**src/rtl/encoder_pkg.sv**
```systemverilog
// Shared types and sizes for the 32-line request encoder.
package encoder_pkg;

  localparam int WIDTH = 32;
  localparam int IDX_W = 5;

  typedef enum logic {IDLE, GRANT} enc_state_t;

  typedef logic [IDX_W-1:0] idx_t;

endpackage

```
**src/rtl/priority_encoder32.sv**
```systemverilog
// Combinational 32-line search: lowest set bit, or first set bit at/above start
// with wrap-around when round-robin is enabled.
module priority_encoder32
  import encoder_pkg::*;
(
  input  logic [WIDTH-1:0] vec,
  input  idx_t             start,
  input  logic             rr_en,
  output idx_t             idx,
  output logic             found
);

  logic [WIDTH-1:0] hi_mask;
  logic [WIDTH-1:0] search;

  always_comb begin
    // Bits at or above the pointer take precedence; if none, the wrap falls
    // back to the whole vector, which also gives plain lowest-index priority.
    hi_mask = rr_en ? (vec & ({WIDTH{1'b1}} << start)) : '0;
    search  = (|hi_mask) ? hi_mask : vec;
    found   = |vec;
    idx     = '0;
    for (int i = WIDTH - 1; i >= 0; i--) begin
      if (search[i]) idx = idx_t'(i);
    end
  end

endmodule

```
**src/rtl/request_encoder32.sv**
```systemverilog
// Sticky 32-line request collector that hands out one binary line index per
// valid/ready handshake, round-robin or fixed-priority.
module request_encoder32 #(
  parameter int WIDTH       = 32,
  parameter int IDX_W       = 5,
  parameter int ROUND_ROBIN = 1
) (
  input  logic             clk,
  input  logic             reset_n,
  input  logic [WIDTH-1:0] req_in,
  input  logic             req_en,
  input  logic             grant_ready,
  output logic             grant_valid,
  output logic [IDX_W-1:0] grant_idx,
  output logic [WIDTH-1:0] grant_onehot,
  output logic [WIDTH-1:0] pending
);

  import encoder_pkg::*;

  localparam logic RR_EN = (ROUND_ROBIN != 0);

  enc_state_t       state_q, state_d;
  logic [WIDTH-1:0] pending_q, pending_d;
  logic [WIDTH-1:0] onehot_q, onehot_d;
  idx_t             idx_q, idx_d;
  idx_t             ptr_q, ptr_d;

  logic             handshake;
  logic [WIDTH-1:0] clr_mask;
  logic [WIDTH-1:0] search_vec;
  idx_t             next_ptr;
  idx_t             search_start;
  idx_t             sel_idx;
  logic             sel_found;

  assign handshake    = (state_q == GRANT) && grant_ready;
  assign clr_mask     = handshake ? onehot_q : '0;
  // The line being accepted this edge must not be re-selected, even if it is
  // re-requested in the same cycle; it returns through pending instead.
  assign search_vec   = pending_q & ~clr_mask;
  assign next_ptr     = idx_q + idx_t'(1);
  assign search_start = handshake ? next_ptr : ptr_q;

  priority_encoder32 u_search (
    .vec   (search_vec),
    .start (search_start),
    .rr_en (RR_EN),
    .idx   (sel_idx),
    .found (sel_found)
  );

  // NOTE: every always_comb output gets a default first, so no path can infer a latch.
  always_comb begin
    state_d   = state_q;
    idx_d     = idx_q;
    onehot_d  = onehot_q;
    ptr_d     = ptr_q;
    pending_d = (pending_q & ~clr_mask) | (req_en ? req_in : '0);

    case (state_q)
      IDLE: begin
        if (sel_found) begin
          state_d  = GRANT;
          idx_d    = sel_idx;
          onehot_d = WIDTH'(1) << sel_idx;
        end
      end
      GRANT: begin
        if (handshake) begin
          ptr_d = next_ptr;
          if (sel_found) begin
            idx_d    = sel_idx;
            onehot_d = WIDTH'(1) << sel_idx;
          end else begin
            state_d  = IDLE;
            onehot_d = '0;
          end
        end
      end
    endcase
  end

  // NOTE: sequential state uses non-blocking assignments so every flop samples pre-edge values.
  always_ff @(posedge clk or negedge reset_n) begin
    if (!reset_n) begin
      state_q   <= IDLE;
      pending_q <= '0;
      onehot_q  <= '0;
      idx_q     <= '0;
      ptr_q     <= '0;
    end else begin
      state_q   <= state_d;
      pending_q <= pending_d;
      onehot_q  <= onehot_d;
      idx_q     <= idx_d;
      ptr_q     <= ptr_d;
    end
  end

  assign grant_valid  = (state_q == GRANT);
  assign grant_idx    = idx_q;
  assign grant_onehot = onehot_q;
  assign pending      = pending_q;

endmodule

```
**config.mk**
```make
export PLATFORM = sky130hd
export DESIGN_NAME = request_encoder32
export DESIGN_NICKNAME = d
export VERILOG_FILES = /design/src/rtl/encoder_pkg.sv /design/src/rtl/priority_encoder32.sv /design/src/rtl/request_encoder32.sv
export SDC_FILE = /design/constraint.sdc
export NUM_CORES = 1
export LEC_CHECK = 0
export ABC_AREA = 1
export ABC_CLOCK_PERIOD_IN_PS = 4100
export BUFFER_PORTS_ARGS = -buffer_cell sky130_fd_sc_hd__buf_2
export CORE_MARGIN = 1.5
export CORE_UTILIZATION = 25
export DETAILED_ROUTE_END_ITERATION = 7
export PLACE_DENSITY_LB_ADDON = 0.3
export SYNTH_ARGS = -nofsm -noshare
export SYNTH_HDL_FRONTEND = slang
export SYNTH_HIERARCHICAL = 1
export SYNTH_SLANG_ARGS = --single-unit
```
**constraint.sdc**
```tcl
create_clock -name clk -period 4.1 [get_ports clk]
set_input_delay 0.205 -clock clk [delete_from_list [all_inputs] [get_ports clk]]
set_output_delay 0.205 -clock clk [all_outputs]
set_load 0.02 [all_outputs]
```
== Word level (Yosys, flattened, before mapping) ==
Cells that the tools add are included.

* Flip-flop bits (word level): 75
* Latch bits: 0
* RAM bits: 0
* Bits in read-only memories: 0
* Input bits: 36
* Output and inout port bits: 70
* Logic and storage cells: 65
* Memories kept: 0

* Add/sub/neg operators: 1
* Multipliers: 0
* Div/mod/pow operators: 0
* $lt $le $gt $ge: 0
* Equality and inequality tests: 2
* Shift-type cells: 2
* Mux-type cells: 46
* Bitwise logic cells: 5
* Reduce and logical (&&, ||, !) cells: 4

{| class="wikitable"
|+ Operators with widths
! kind !! count
|-
| 2-to-1 mux 32 bit || 6
|-
| 2-to-1 mux 5 bit || 35
|-
| bitwise AND 32 bit || 2
|-
| one-hot mux 32 bit (2 select lines) || 1
|-
| OR reduction 32 bit || 2
|-
| NOT 32 bit || 1
|-
| bitwise OR 32 bit || 1
|-
| << shifter 1 x 5 -> 32 bit, first input constant || 1
|-
| << shifter 32 x 5 -> 32 bit, first input constant || 1
|-
| one-hot mux 5 bit (2 select lines) || 1
|-
| adder 5 x 1 -> 5 bit, second input constant || 1
|-
| 2-to-1 mux 1 bit || 2
|-
| inequality test 2 x 1 -> 1 bit, second input constant || 1
|-
| inequality test 2 bit, second input constant || 1
|-
| one-hot mux 1 bit (2 select lines) || 1
|-
| AND reduction 2 bit || 1
|-
| logical AND 1 bit || 1
|-
| NOT 1 bit || 1
|}

== Logic depth before layout (Yosys ltp) ==
Gate-level depths: netlist of the first run.

* Depth in word-level cells: 43
* Gate-level depth with buffers: 51
* Gate-level depth less buffers: 50

== By module ==
The synthesis of the first run kept the hierarchy.

{| class="wikitable"
|+ Modules (own cells, without submodules)
! module !! times used !! cells an instance !! area each (sq um) !! sequential area each (sq um)
|-
| request_encoder32 || 1 || 406 || 3283.1 || 1876.8
|-
| priority_encoder32 || 1 || 312 || 1396.3 || 0.0
|}

== Worst setup path before layout of the first run ==
Ideal clock, no wire load.

* Kind: register to register
* Start point: register state_q (netlist: grant_valid)
* End point: register onehot_q[0] (netlist: grant_onehot[0])
* Setup time: 0.083 ns
* Arrival time: 3.869 ns
* Setup slack: 0.148 ns
* Stages on the path, launching flop included: 45
* Buffers on the path: 2
* Clock period less this slack: 3.952 ns
* Path through: dfrtp_1 nand2_1 buf_2 o21ai_0 nand2_4 nor2_2 nand2_1 nand2_2 nand2_2 nor2_4 nand3_2 nor2_4 nand2_4 o21ai_0 inv_1 nand2_1 nand2_1 nand2_1 [9 not listed] nand2_1 nand2_1 nand2_1 nand2_1 nand2_1 nand2_1 nand2_1 nand2_1 nand2_1 nand2_1 nand2_1 nand2_1 nand2_1 a21oi_2 buf_6 nor2_1 nand3_1 o21ai_0

{| class="wikitable"
|+ RTL lines
! item !! line !! source
|-
| start: declaration || request_encoder32.sv:23 || <nowiki>enc_state_t state_q, state_d;</nowiki>
|-
| start signal: assignment || request_encoder32.sv:93 || <nowiki>state_q <= state_d;</nowiki>
|-
| logical AND 1 bit (*) || request_encoder32.sv:37 || <nowiki>assign handshake = (state_q == GRANT) && grant_ready;</nowiki>
|-
| 2-to-1 mux 5 bit (*) || - ||
|-
| named net search_start[0] || request_encoder32.sv:33 || <nowiki>idx_t search_start;</nowiki>
|-
| << shifter 32 x 5 -> 32 bit (*) || priority_encoder32.sv:19 || <nowiki>hi_mask = rr_en ? (vec & ({WIDTH{1'b1}} << start)) : '0;</nowiki>
|-
| bitwise AND 32 bit (*) || priority_encoder32.sv:19 ||
|-
| OR reduction 32 bit || priority_encoder32.sv:20 || <nowiki>search = (|hi_mask) ? hi_mask : vec;</nowiki>
|-
| 2-to-1 mux 32 bit (*) || priority_encoder32.sv:20 ||
|-
| 2-to-1 mux 5 bit (31 in a row) || priority_encoder32.sv:24 || <nowiki>if (search[i]) idx = idx_t'(i);</nowiki>
|-
| 2-to-1 mux 5 bit (*) || priority_encoder32.sv:24 ||
|-
| named net sel_idx[0] || request_encoder32.sv:34 || <nowiki>idx_t sel_idx;</nowiki>
|-
| << shifter 1 x 5 -> 32 bit (*) || request_encoder32.sv:66, request_encoder32.sv:74 ||
|-
| 2-to-1 mux 32 bit || request_encoder32.sv:72 || <nowiki>if (sel_found) begin</nowiki>
|-
| 2-to-1 mux 32 bit || request_encoder32.sv:70 || <nowiki>if (handshake) begin</nowiki>
|-
| one-hot mux 32 bit (2 select lines) (*) || request_encoder32.sv:61 || <nowiki>case (state_q)</nowiki>
|-
| end signal: assignment || request_encoder32.sv:95 || <nowiki>onehot_q <= onehot_d;</nowiki>
|-
| end: declaration || request_encoder32.sv:25 || <nowiki>logic [WIDTH-1:0] onehot_q, onehot_d;</nowiki>
|}

Mark *: on every way through the listed nets, which the timed path passes. The rest lies on a longest branch. The select of a mux whose other input is x is not followed.
A chain may end at the register's enable or synchronous reset.

== Worst setup path in the final report of the first run ==
* Start point: register idx_q[0] (netlist: grant_idx[0])
* End point: register onehot_q[15] (netlist: grant_onehot[15])

* Longest elaborated chain between the ends: 42

{| class="wikitable"
|+ RTL lines
! item !! line !! source
|-
| start: declaration || request_encoder32.sv:26 || <nowiki>idx_t idx_q, idx_d;</nowiki>
|-
| start signal: assignment || request_encoder32.sv:96 || <nowiki>idx_q <= idx_d;</nowiki>
|-
| adder 5 x 1 -> 5 bit (*) || request_encoder32.sv:42 || <nowiki>assign next_ptr = idx_q + idx_t'(1);</nowiki>
|-
| 2-to-1 mux 5 bit (*) || - ||
|-
| named net search_start[2] || request_encoder32.sv:33 ||
|-
| << shifter 32 x 5 -> 32 bit (*) || priority_encoder32.sv:19 ||
|-
| bitwise AND 32 bit (*) || priority_encoder32.sv:19 ||
|-
| OR reduction 32 bit || priority_encoder32.sv:20 ||
|-
| 2-to-1 mux 32 bit (*) || priority_encoder32.sv:20 ||
|-
| 2-to-1 mux 5 bit (31 in a row) || priority_encoder32.sv:24 ||
|-
| 2-to-1 mux 5 bit (*) || priority_encoder32.sv:24 ||
|-
| named net sel_idx[0] || request_encoder32.sv:34 ||
|-
| << shifter 1 x 5 -> 32 bit (*) || request_encoder32.sv:66, request_encoder32.sv:74 ||
|-
| 2-to-1 mux 32 bit || request_encoder32.sv:72 ||
|-
| 2-to-1 mux 32 bit || request_encoder32.sv:70 ||
|-
| one-hot mux 32 bit (2 select lines) (*) || request_encoder32.sv:61 ||
|}

Marked as above.

==> results of run 1 <==
[report_power, final]
group	switching, uW	internal [uW]
clock	313	438
combinational	1330	830
sequential	93.7	864
total	1740	2130
[layout by cell type, fill, tap and decap left out, types with 2 or more instances in the layout]
cell       instances
nand2_1          250
inv_1            136
buf_2            104
buf_4             94
dfrtp_1           74
o21ai_1           52
nand3_1           31
o21ai_0           29
nor2_1            24
nand2_2           19
nand4_1           14
nor2_2            10
inv_2              9
clkbuf_16          9
nand3_2            8
nor2_4             8
nand2_4            6
nor4_1             5
clkinv_2           4
o21ai_2            3
buf_6              3
clkbuf_8           2
a21boi_2           2
a21oi_1            2
nor3_1             2
[kinds of logic (layout without fill, tap and decap cells)]
kind of cell    Yosys count  in the layout  share of synthesized area [%]
fa+ha+maj                 1              1                          0.267
xor+xnor                  1              1                          0.187
compound gates           92             92                           10.3
simple gates            380            380                           34.5
other cells               1              1                         0.0801
flops                    75             75                           40.1
buf+inv                 168            365                           14.5
[what timing repair did]
item / CTS / global route
hold buffers: 1 / 0
resized for setup: 42 / 34
setup buffers: 9 / 3
gates cloned: 1 / 0
pin swaps: 8 / 16
endpoints found under the setup margin: 33 / 36
endpoints found under the hold margin: 14 / 0
[final cells by class]
class | count | area [um^2]
Clock buffer | 11 | 253
Multi-Input combinational cell | 475 | 2310
Fill cell | 2000 | 11600
Clock inverter | 5 | 27.5
Tap cell | 229 | 287
Inverter | 146 | 548
Timing Repair Buffer | 203 | 1290
Sequential cell | 75 | 1880
[worst max-delay path, delay by kind of cell (launching register included)]
family / cells / cell delay (ns)
AOI/OAI and AO/OA: 4 / 0.71
xor gates and xnor gates: 1 / 0.13
adders and majority gates: 1 / 0.19
buffers and inverters: 3 / 0.44
DFF: 1 / 0.41
and+or+nand+nor: 37 / 2.23
[sequential cells by signal, indices dropped and copies added (netlist names)]
register / cells
pending: 32
grant_idx: 5
grant_valid: 1
ptr_q: 5
grant_onehot: 32
[metal layers]
| layer | share of wire, % | routed length [um] | vias to the layer above | GRT usage (%) |
|---|---|---|---|---|
| met5 | 0 | 0 | - | 0 |
| met3 | 3.1 | 532 | 43 | 2.48 |
| li1 | - | - | 2581 | - |
| met1 | 44 | 7580 | 2322 | 22.0 |
| met2 | 48 | 8190 | 122 | 30.4 |
| met4 | 4.8 | 821 | 0 | 9.97 |
[final timing paths]
| check | startpoint | endpoint | slack, ns | cells past startpoint |
|---|---|---|---|---|
| setup / recovery | grant_idx[0] | grant_onehot[15] | -0.12 | 46 |
| hold reg to reg | ptr_q[0] | ptr_q[0] | 0.48 | 2 |
| min in group asynchronous | reset_n | pending[6] | 0.27 | 2 |
| setup reg to reg | grant_idx[0] | grant_onehot[15] | -0.12 | 46 |
| max in group asynchronous | reset_n | grant_idx[2] | 2.76 | 3 |
| hold / removal | req_in[17] | pending[17] | 0.05 | 3 |
[metrics by stage]
| stage | power, uW | setup TNS (ns) | hold WS (ns) | util, % |
|---|---|---|---|---|
| after global routing | 4130 | -16.79 | 0.0691 | 36.3 |
| after floorplan | 2010 | 0 | -0.0906 | - |
| after CTS | 3710 | -0.631 | 0.0507 | 35.7 |
| after global placement | 2820 | -7.56 | 0.0824 | 33.1 |
| after detailed placement | 2810 | -5.48 | 0.0842 | 33.1 |
| final | 3870 | -1.50 | 0.0537 | 36.3 |
==> impl_metrics.toml, run 1 <==
[yosys]
synth-seq-cells = 75
yosys_most_used_dff = "dfrtp_1"
yosysWarnings = 6
yosys.area.top_type = "dfrtp_1"
synthMostInstantiatedCell = "nand2_1"
yosysUniqueCellTypes = 33
ys_top_cells_by_area = "dfrtp_1 (40%), nand2_1 (21%), inv_1 (11%)"
netlist_area_mm2 = 0.00468
synth_top_area_share_pct = 40.1
ys_seq_area_share_pct = 40.1
synthCells = 718
synthArstFlopShare_pct = 100
synth_nets = 755
avgSynthCellArea_um2 = 6.52
synth_edf_count = 0
synthTopCellsByCount = "nand2_1 (266), inv_1 (139), dfrtp_1 (75)"

[placed_design]
dpl.cell_count = 1114
place_ws_ns = -0.258
dp.final_hpwl_um = 13700
postPlaceCellArea_mm2 = 0.00601
routabilityCongestion = 0.889
io_buffers = 105

[global_route]
grt_pass1_vias = 5058
grtUsageTotal_pct = 17.9
overflow = 0
antenna_found_initial = 0
grt_max_degree = 62
grt_pass1_wl_um = 27000

[floorplan]
start_util_pct = 25.8
coreArea_mm2 = 0.0181
io_pins = 106
die_w_um = 140
dieArea_mm2 = 0.0195
dieHeight_um = 140
rows = 49

[sta]
worstMarginPinSlew_ns = 0.806
max_freq_mhz = 237
slew_viol_final = 0
worst_slack_ns = -0.125
finalCritPeriodShare_pct = 103
hold_viol_final = 0
slew_headroom_pct = 46.3
fin_crit_ns = 4.22
skew_ns = 0.00993
rsz0062_at_grt = "true"
setup_viol = 30

[drt]
drc_errors = 0
via_per_inst = 4.43
via_count = 5068
routedWlPerCell_um = 15.0
wirelength_um = 17100
dr.pass1.iters = 5
drtIter0Drc = 292
final_antenna_net_count = 0

[run_status]
status = "finished, violations left"
violations = "negative setup slack"

[clocking]
clkTransAtPathRegs_ns = 0.06
cts_tree = "done"
clockBufferDepth = 2
cts_root_buf = "clkbuf_16"
clock_latency_ns = 0.35
htreeDepth = 3
clock-sinks = 75
numCtsBuffers = 9

[pwr]
ir_worst_vdd_v = 0.000283
pwr_density_cell_mw_per_mm2 = 587
power_leakage_uw = 0.00346

[critical_path]
critPathMaxFanout = 7
arrival_ns = 4.48
critPathLaunchType = "flip-flop"
worst_path_most_repeated_cell = "nand2_1"
crit_type = "flip-flop to flip-flop"
slowest_stage = "dfrtp_1"
worstPathRequired_ns = 4.36
crit_path_end_kind = "flip-flop"
slowest_delay_ns = 0.41

[cells_and_area]
fin_nets = 947
layout.cells.non_filler = 1144
fin_area_mm2 = 0.00659
diodes = 0
area_growth_pct = 40.9
drive_gt1_share_pct = 31.7

[run]
drv_cap = 0

[min_path]
min_path_type = "input pin to flip-flop"
(Power assumes the default switching activity.)
==> inputs of run 2 (changes only) <==
--- a/config.mk
+++ b/config.mk
@@ -5,7 +5,7 @@
 export SDC_FILE = /design/constraint.sdc
 export NUM_CORES = 1
 export LEC_CHECK = 0
-export ABC_AREA = 1
+export ABC_AREA = 0
 export ABC_CLOCK_PERIOD_IN_PS = 4100
 export BUFFER_PORTS_ARGS = -buffer_cell sky130_fd_sc_hd__buf_2
 export CORE_MARGIN = 1.5
==> run 2 against run 1 <==
The run still ends with negative setup slack left; via count grew 8.3%; first-iteration DRC count grew 20%; sequential share of layout area down 4.4 points; final cell count is 11% lower; clock power increased by 22%; global-route usage up 4.7 points; worst hold slack lost 0.035 ns; die area up 0.31%; largest cell class unchanged; highest routed layer unchanged.
==> impl_metrics.toml, run 2 <==
[sta]
hold_viol_final = 0
worstMarginPinSlew_ns = 0.963
slew_viol_final = 0
finalCritPeriodShare_pct = 104
setup_viol = 37
slew_headroom_pct = 35.8
setup_tns_ns = -4.45
skew_ns = 0.00724
rsz0062_at_grt = "true"
fin_crit_ns = 4.26
hold_ws_ns = 0.0191
max_freq_mhz = 235
worst_slack_ns = -0.160

[cells_and_area]
diodes = 0
fin_nets = 824
layout_common_cells = "buf_4 (163), buf_2 (104), dfrtp_1 (72)"
final_common_cell = "buf_4"
drive_gt1_share_pct = 51.3
fin_area_mm2 = 0.00779
area_growth_pct = 66.0

[yosys]
ys_top_cells_by_area = "dfrtp_1 (40%), a21o_1 (5.9%), o21ai_0 (4.7%)"
synthTopCellsByCount = "dfrtp_1 (75), nand2_1 (53), o21ai_0 (44)"
avgSynthCellArea_um2 = 9.24
synthCells = 508
synthMostInstantiatedCell = "dfrtp_1"
synthArstFlopShare_pct = 100
synth-seq-cells = 75
yosys_most_used_dff = "dfrtp_1"
yosysUniqueCellTypes = 75
yosys.area.top_type = "dfrtp_1"
synth_top_area_share_pct = 40.0
ys_seq_area_share_pct = 40.0
synth_edf_count = 0
yosysWarnings = 6
netlist_area_mm2 = 0.00469

[pwr]
switchingPower_uw = 2380
clockPowerShare_pct = 16.4
power_leakage_uw = 0.00351
sw_frac_of_total_pct = 42.6
pwr_density_cell_mw_per_mm2 = 717
ir_worst_vdd_v = 0.000367
seqPwrFrac_pct = 18.7
internal_power_uw = 3210
p_comb_share_pct = 64.9

[floorplan]
die_w_um = 140
io_pins = 106
rows = 49
dieArea_mm2 = 0.0196
dieHeight_um = 140
coreArea_mm2 = 0.0182
start_util_pct = 25.8

[critical_path]
crit_path_end_kind = "flip-flop"
critPathLaunchType = "flip-flop"
critPathMaxFanout = 15
crit_type = "flip-flop to flip-flop"
worstPathRequired_ns = 4.31
arrival_ns = 4.47

[clocking]
clock-sinks = 75
hold_buffers = 0
cts_root_buf = "clkbuf_16"
clkTransAtPathRegs_ns = 0.06
cts_tree = "done"
htreeDepth = 3
numCtsBuffers = 9
clockBufferDepth = 2
clock_latency_ns = 0.33

[global_route]
grt_pass1_wl_um = 33600
overflow = 0
grtUsageTotal_pct = 22.6
grt_max_degree = 76
antenna_found_initial = 0
grt_pass1_vias = 5560

[placed_design]
dp.final_hpwl_um = 17400
io_buffers = 105
postPlaceCellArea_mm2 = 0.00674
routabilityCongestion = 0.989

[drt]
final_antenna_net_count = 0
routedWlPerCell_um = 21.8
dr.pass1.iters = 5
via_count = 5490
via_per_inst = 5.38
drc_errors = 0
drtIter0Drc = 351
wirelength_um = 22200

[min_path]
min_path_type = "input pin to asynchronous set/reset pin"

[run]
drv_cap = 0

[run_status]
status = "finished, violations left"
violations = "negative setup slack"
run 2: stage by stage:
step / instances / total power (uW) / setup WS [ns] / util [%]
floorplan: 510 / 2420 / 0.00527 / -
detailed placement: 978 / 4010 / -0.530 / 37.0
global route: 1020 / 5850 / -0.340 / 42.8
finish: 1020 / 5590 / -0.160 / 42.8
CTS: 1011 / 5320 / -0.103 / 41.4
global placement: 978 / 4020 / -0.522 / 37.0
run 2: worst max-delay path, cell delays in order, from the launching register on:
cell	delay [ns]
dfrtp_2	0.44
ha_4	0.19
xnor2_1	0.20
o21ai_2	0.10
buf_12	0.15
buf_12	0.15
o21ai_1	0.18
a32oi_1	0.12
and4_1	0.23
and4b_1	0.23
buf_6	0.16
a31oi_4	0.20
o211ai_1	0.10
buf_4	0.16
nand4b_1	0.23
nor2_2	0.17
buf_4	0.14
nand4_1	0.23
nor2b_4	0.23
and2_4	0.16
buf_12	0.13
a32o_1	0.26
run 2: worst paths after layout:
| path | start | to | slack [ns] | depth (start not counted) |
|---|---|---|---|---|
| min in group clk | req_in[11] | pending[11] | 0.07 | 2 |
| max | grant_idx[0] | grant_onehot[9] | -0.16 | 21 |
| max reg2reg | grant_idx[0] | grant_onehot[9] | -0.16 | 21 |
| min reg2reg | ptr_q[1] | ptr_q[1] | 0.50 | 2 |
| max in group asynchronous | reset_n | grant_idx[0] | 3.40 | 1 |
| min | reset_n | grant_onehot[14] | 0.02 | 1 |
run 2: power by group through the flow:
stage	clock network, uW	logic, uW	registers, uW
global route	960	3840	1050
global placement	0	2990	1030
finish	917	3630	1040
detailed placement	0	2970	1040
CTS	932	3350	1030
floorplan	0	1260	1160
run 2: logic make-up (layout without fill, tap and decap cells):
| logic type | Yosys count | in the layout | share of synthesized area (%) |
|---|---|---|---|
| compound gates | 227 | 227 | 35.1 |
| simple gates | 149 | 150 | 17.8 |
| flops | 75 | 75 | 40.0 |
| buf+inv | 46 | 326 | 4.82 |
| mux | 5 | 5 | 1.17 |
| xor+xnor | 3 | 3 | 0.560 |
| fa+ha+maj | 2 | 2 | 0.480 |
| other cells | 1 | 3 | 0.0799 |
run 2: cell type report:
cell class | instances | area (um^2)
well taps | 229 | 287
flip-flops and latches | 75 | 1880
clock inverters | 4 | 98.8
clock buffers | 11 | 243
fillers | 1791 | 10400
repair buffers | 298 | 2200
inverters | 13 | 52.6
multi-input cells | 390 | 3030
run 2: layer usage:
| layer | track usage, % | vias to the layer above | wire [um] |
|---|---|---|---|
| met1 | 31.2 | 2708 | 10200 |
| met4 | 10.4 | 0 | 972 |
| met5 | 0 | - | 0 |
| li1 | - | 2501 | - |
| met2 | 35.1 | 232 | 9870 |
| met3 | 3.35 | 49 | 1140 |
run 2: what timing repair did:
| action | in CTS | in global routing |
|---|---|---|
| gates resized for setup | 77 | 47 |
| setup buffers | 18 | 7 |
| pin swaps | 25 | 8 |
| cloned | 1 | 2 |
| setup endpoints to repair | 38 | 37 |
